`config.mk`:
```
export PLATFORM = sky130hd
export DESIGN_NAME = regfile_wb_arbiter
export DESIGN_NICKNAME = d
export VERILOG_FILES = /design/src/rtl/regfile_wb_arbiter_pkg.sv /design/src/rtl/regfile_wb_arbiter_rr_arbiter3.sv /design/src/rtl/regfile_wb_arbiter.sv
export SDC_FILE = /design/constraint.sdc
export NUM_CORES = 1
export LEC_CHECK = 0
export ABC_AREA = 1
export CORE_MARGIN = 10
export CORE_UTILIZATION = 44
export DETAILED_ROUTE_END_ITERATION = 7
export PLACE_DENSITY = 0.94
export RECOVER_POWER = 25
export SYNTH_ARGS = -nofsm -noshare
export SYNTH_HDL_FRONTEND = slang
export SYNTH_SLANG_ARGS = --single-unit
```
`constraint.sdc`:
```
create_clock -name clk -period 3.8 [get_ports clk]
set_clock_uncertainty 0.2 [all_clocks]
set_input_delay 0.38 -clock clk [delete_from_list [all_inputs] [get_ports clk]]
set_output_delay 0.38 -clock clk [all_outputs]
set_load 0.005 [all_outputs]
```
`src/rtl/regfile_wb_arbiter_pkg.sv`:
```
// Shared definitions for the RegFile writeback arbiter: widths, link register
// index and the writeback channel encoding.
package regfile_wb_arbiter_pkg;

    localparam int DATA_W   = 32;
    localparam int ADDR_W   = 5;
    localparam int RA_INDEX = 31;
    localparam int NUM_REGS = 1 << ADDR_W;
    localparam int NUM_CH   = 3;

    typedef enum logic [1:0] {
        CH_ALU = 2'd0,
        CH_MEM = 2'd1,
        CH_LNK = 2'd2
    } channel_t;

    // Round-robin successor: ALU -> MEM -> LNK -> ALU.
    function automatic channel_t nextChannel(input channel_t ch);
        case (ch)
            CH_ALU:  return CH_MEM;
            CH_MEM:  return CH_LNK;
            default: return CH_ALU;
        endcase
    endfunction

endpackage

```
`src/rtl/regfile_wb_arbiter_rr_arbiter3.sv`:
```
// Three-way round-robin arbiter. The search starts at the pointer; after a
// grant the pointer moves to the channel following the winner.
module rr_arbiter3
    import regfile_wb_arbiter_pkg::*;
(
    input  logic              clk,
    input  logic              reset,
    input  logic [NUM_CH-1:0] req,
    output logic [NUM_CH-1:0] grant,
    output logic              grantValid,
    output channel_t          winner
);

    channel_t ptr;
    channel_t firstCh;
    channel_t secondCh;
    channel_t thirdCh;

    // Pick the first requesting channel in rotated order; nothing is granted while in reset.
    always_comb begin
        // NOTE: every output gets a default before any branch, so no path leaves a latch behind.
        grant      = '0;
        grantValid = 1'b0;
        winner     = ptr;
        firstCh    = ptr;
        secondCh   = nextChannel(ptr);
        thirdCh    = nextChannel(secondCh);
        if (reset) begin
            if (req[firstCh]) begin
                winner     = firstCh;
                grantValid = 1'b1;
            end else if (req[secondCh]) begin
                winner     = secondCh;
                grantValid = 1'b1;
            end else if (req[thirdCh]) begin
                winner     = thirdCh;
                grantValid = 1'b1;
            end
            if (grantValid) begin
                grant[winner] = 1'b1;
            end
        end
    end

    // Advance the pointer past the winner; hold it when nothing is granted.
    always_ff @(posedge clk or negedge reset) begin
        // NOTE: state registers use non-blocking assignment so every flop samples pre-edge values.
        if (!reset) begin
            ptr <= CH_ALU;
        end else if (grantValid) begin
            ptr <= nextChannel(winner);
        end
    end

endmodule

```
`src/rtl/regfile_wb_arbiter.sv`:
```
// Shares the single RegFile write port between ALU, load and link writebacks.
// The winning request is registered for one cycle and drives the RegFile;
// a pending-write scoreboard lets decode stall on RAW hazards.
module regfile_wb_arbiter
    import regfile_wb_arbiter_pkg::*;
(
    input  logic                clk,
    input  logic                reset,
    input  logic                alu_valid,
    output logic                alu_ready,
    input  logic [ADDR_W-1:0]   alu_dest,
    input  logic [DATA_W-1:0]   alu_data,
    input  logic                mem_valid,
    output logic                mem_ready,
    input  logic [ADDR_W-1:0]   mem_dest,
    input  logic [DATA_W-1:0]   mem_data,
    input  logic                lnk_valid,
    output logic                lnk_ready,
    input  logic [DATA_W-1:0]   lnk_data,
    input  logic                alloc_en,
    input  logic [ADDR_W-1:0]   alloc_reg,
    output logic [NUM_REGS-1:0] busy,
    output logic                regWriteEn,
    output logic                RaWriteEn,
    output logic [ADDR_W-1:0]   Rdest,
    output logic [DATA_W-1:0]   writeData
);

    logic [NUM_CH-1:0]   req;
    logic [NUM_CH-1:0]   grant;
    logic                grantValid;
    channel_t            winner;
    logic [NUM_REGS-1:0] busyNext;

    assign req = {lnk_valid, mem_valid, alu_valid};

    rr_arbiter3 u_arb (
        .clk       (clk),
        .reset     (reset),
        .req       (req),
        .grant     (grant),
        .grantValid(grantValid),
        .winner    (winner)
    );

    assign alu_ready = grant[CH_ALU];
    assign mem_ready = grant[CH_MEM];
    assign lnk_ready = grant[CH_LNK];

    // Register the accepted write; enables last one cycle, index/data hold when idle.
    always_ff @(posedge clk or negedge reset) begin
        if (!reset) begin
            regWriteEn <= 1'b0;
            RaWriteEn  <= 1'b0;
            Rdest      <= '0;
            writeData  <= '0;
        end else begin
            regWriteEn <= 1'b0;
            RaWriteEn  <= 1'b0;
            if (grantValid) begin
                case (winner)
                    CH_ALU: begin
                        regWriteEn <= (alu_dest != '0);
                        Rdest      <= alu_dest;
                        writeData  <= alu_data;
                    end
                    CH_MEM: begin
                        regWriteEn <= (mem_dest != '0);
                        Rdest      <= mem_dest;
                        writeData  <= mem_data;
                    end
                    default: begin
                        RaWriteEn <= 1'b1;
                        Rdest     <= ADDR_W'(RA_INDEX);
                        writeData <= lnk_data;
                    end
                endcase
            end
        end
    end

    // Scoreboard update: clear on commit, then set on allocate so a same-cycle set wins.
    always_comb begin
        busyNext = busy;
        if (regWriteEn || RaWriteEn) begin
            busyNext[Rdest] = 1'b0;
        end
        if (alloc_en && (alloc_reg != '0)) begin
            busyNext[alloc_reg] = 1'b1;
        end
        busyNext[0] = 1'b0;
    end

    // Scoreboard register.
    always_ff @(posedge clk or negedge reset) begin
        // NOTE: busy is a flop vector rather than a RAM, so it takes the reset and starts clean.
        if (!reset) begin
            busy <= '0;
        end else begin
            busy <= busyNext;
        end
    end

endmodule

```
==> qor.txt <==
status: finished with violations
failing checks: capacitance limit, slew limit
fill count: 658
layout cells sized above 1: 5.007%
Tightest Pin Transition: 1.699 ns
Hold Crit Class: input port to flip-flop
router iterations before antenna repair: 6
CTS Hold Bufs: 0
Crit path largest cell delay: 0.48 ns
maximum vdd ir drop: 0.3586 mV
Synth Area in Adders: 0%
syn nets: 652
max-slew violation count: 73
Post-Syn Area: 0.003879 mm2
post-synthesis mux area share: 0%
critical-path cell list: nor2_1 > nand2_1 > nand3_1 > inv_1 > nand3_1 > nand4_1 > nand2_2 > buf_4 > inv_2 > nand3_2 > inv_1 > clkdlybuf4s50_1
Root Driver: clkbuf_8
row count: 34
H-tree levels: 3
vias in the first global route: 4,623
Clock transition at path regs: 0.09 ns
post-CTS sizing: 0
Die Height: 113.9 um
design area: 0.006006 mm2
Post-Syn Instances: 535
PnR worst setup slack: 0.5251 ns
# DRC: 0
top_reg_cell synth: dfrtp_1
max-capacitance violation count: 1
Yosys warning count: 0
full die area: 0.01297 mm2
Slew HR: -13.24%
Area Growth Syn to Fin: 54.84%
Worst EP required: 3.22 ns
hpwl dp: 11.15 mm
Tcrit/Tclk final: 86.18%
final wirelength: 14.15 mm
final hold vios: 0
end of the worst hold path: RaWriteEn
total gr overflow: 0
Post-DP Area: 0.005809 mm2
final layout net count: 831
Syn Area/Cell: 7.250 um2
Worst setup EP type: primary output
WL per Instance: 17.11 um
fmax: 305.3 MHz
first-pass GRT wire length: 22.46 mm
CP max-delay cell: clkdlybuf4s50_1
Setup crit start kind: flip-flop
worst-path fanout max: 33
initial antenna violation count: 0
Synth Area in Compound Gates: 9.774%
R2R depth: 14
hold depth: 3
Synth Area in XOR/XNOR: 0%
Starting Density: 44.91%
Yosys reg bits: 72
antenna cell count: 0
Buffers on Ports: 189
Post-DRT Antenna Nets: 0
Setup WS pre-CTS: 0.5901 ns
clk sinks: 72
hold_sp: reset
Setup Fix Bufs, Post-CTS: 0
initial drt markers: 267
main combinational cell family by area after synthesis: simple AND/OR/NAND/NOR gates
Setup violations, final: 0
worst r2r dst: writeData[23]
kind of critical path: flip-flop to primary output
TritonCTS Buffers: 9
CP arrival: 2.69 ns
RSZ-0062 raised after global routing: no
Synth async-reset ratio: 100.0%
Power Density: 662.5 mW/mm2
synth unique cells: 23
Die X: 113.9 um
via/cell ratio: 5.539
LEAKAGE: 2.592 nW
register area share after synthesis: 46.45%
Via Count: 4,581
Post-synth EDFFs: 0
Fin Setup TNS: 0 ns
pin count of the biggest net entering global routing: 73
R2R setup slack: 1.20 ns
reg2reg start: u_arb.firstCh[1]
Routability Congestion: 0.8668
gr usage total: 21.20%
Synth Area in Simple Gates: 37.68%
CTS tree: built
Worst-Skew Late Latency: 0.35 ns
I/O Pins: 191
min Tclk post-route: 3.275 ns
Max Buffers Root-to-Sink: 2
Core ar.: 0.008636 mm2
[final cells by class]
type	count	area (um2)	share of cell area, %
Clock buffer	9	123.9	2.063
Clock inverter	7	78.83	1.312
Inverter	23	86.33	1.438
Multi-Input combinational cell	412	1844	30.71
Sequential cell	72	1802	30.00
Tap cell	108	135.1	2.250
Timing Repair Buffer	196	1936	32.23
[report_power, final]
| part | switching, mW | internal [mW] | leakage, nW |
|---|---|---|---|
| clock network | 0.309 | 0.310 | 0.0929 |
| logic | 1.03 | 1.01 | 1.72 |
| registers | 0.230 | 1.10 | 0.782 |
| total | 1.57 | 2.41 | 2.59 |
[cells in the mapped netlist (2+ instances only)]
cell	instances	area share [%]
nand3_1	126	16
nor2_1	115	11
nand2_1	83	8.0
dfrtp_1	72	46
o21ai_0	63	8.1
inv_1	19	1.8
buf_2	12	1.5
clkbuf_1	10	0.97
o22ai_1	5	0.81
inv_2	4	0.39
nand2_2	4	0.65
o21ai_1	4	0.52
buf_4	3	0.58
or2_2	3	0.48
buf_6	2	0.58
nand3_2	2	0.52
nor3_1	2	0.26
[sequential cells by signal, indices dropped and copies added, names as in the netlist]
register,flops
busy,31
u_arb.firstCh,2
RaWriteEn,1
regWriteEn,1
Rdest,5
writeData,32
[cell families (layout without fill, tap and decap cells)]
family                 after synthesis  in the layout
flip-flops                          72             72
AND/OR/NAND/NOR                    337            337
AO/OA/AOI/OAI                       74             74
buffers and inverters               51            235
other                                1              1
[worst max-delay path, delay by kind of cell, from the launching register on]
family,cells,cell delay (ns)
AND/OR/NAND/NOR,7,0.87
flip-flops,1,0.47
buffers and inverters,5,1.01
[per-stage QoR]
step           hold WS, ns  instances  util (%)  power (mW)
2_1_floorplan      -0.1156        535         -       2.260
3_3_place_gp        0.2892        811     67.27       3.285
3_5_place_dp        0.3007        811     67.27       3.373
4_1_cts             0.1427        827     69.62       3.996
5_1_grt             0.2878        827     69.55       4.297
6_report            0.2697        827     69.55       3.979
[worst max-delay path by stage]
stage,depth (start not counted),slack (ns),start,endpoint
after floorplan,12,1.75,u_arb.firstCh[1],alu_ready
after global placement,12,0.75,alu_valid,mem_ready
after detailed placement,12,0.59,lnk_valid,mem_ready
after CTS,12,0.54,u_arb.firstCh[1],mem_ready
after global routing,12,0.29,u_arb.firstCh[1],mem_ready
final,12,0.53,u_arb.firstCh[1],mem_ready
[metal layers]
layer	part of all wire [%]	global-route usage (%)	routed length, um	vias up
met5	0	0	0	-
met4	2.6	8.187	371	0
met3	13	10.92	1809	39
met2	48	35.24	6840	270
met1	36	22.42	5126	2133
li1	-	-	-	2139
[cell usage in the layout, fill, tap and decap left out, drive strengths merged]
master         count
clkinvlp           3
clkdlybuf4s50    188
dfrtp             72
bufinv             1
inv               26
a21oi              1
nor3               2
nand2             87
or2                3
a21boi             1
nor3b              1
o22ai              5
nand4              1
buf                6
o21ai             67
clkbuf            11
conb               1
nand3            128
nor2             115
(Power assumes the default switching activity.)
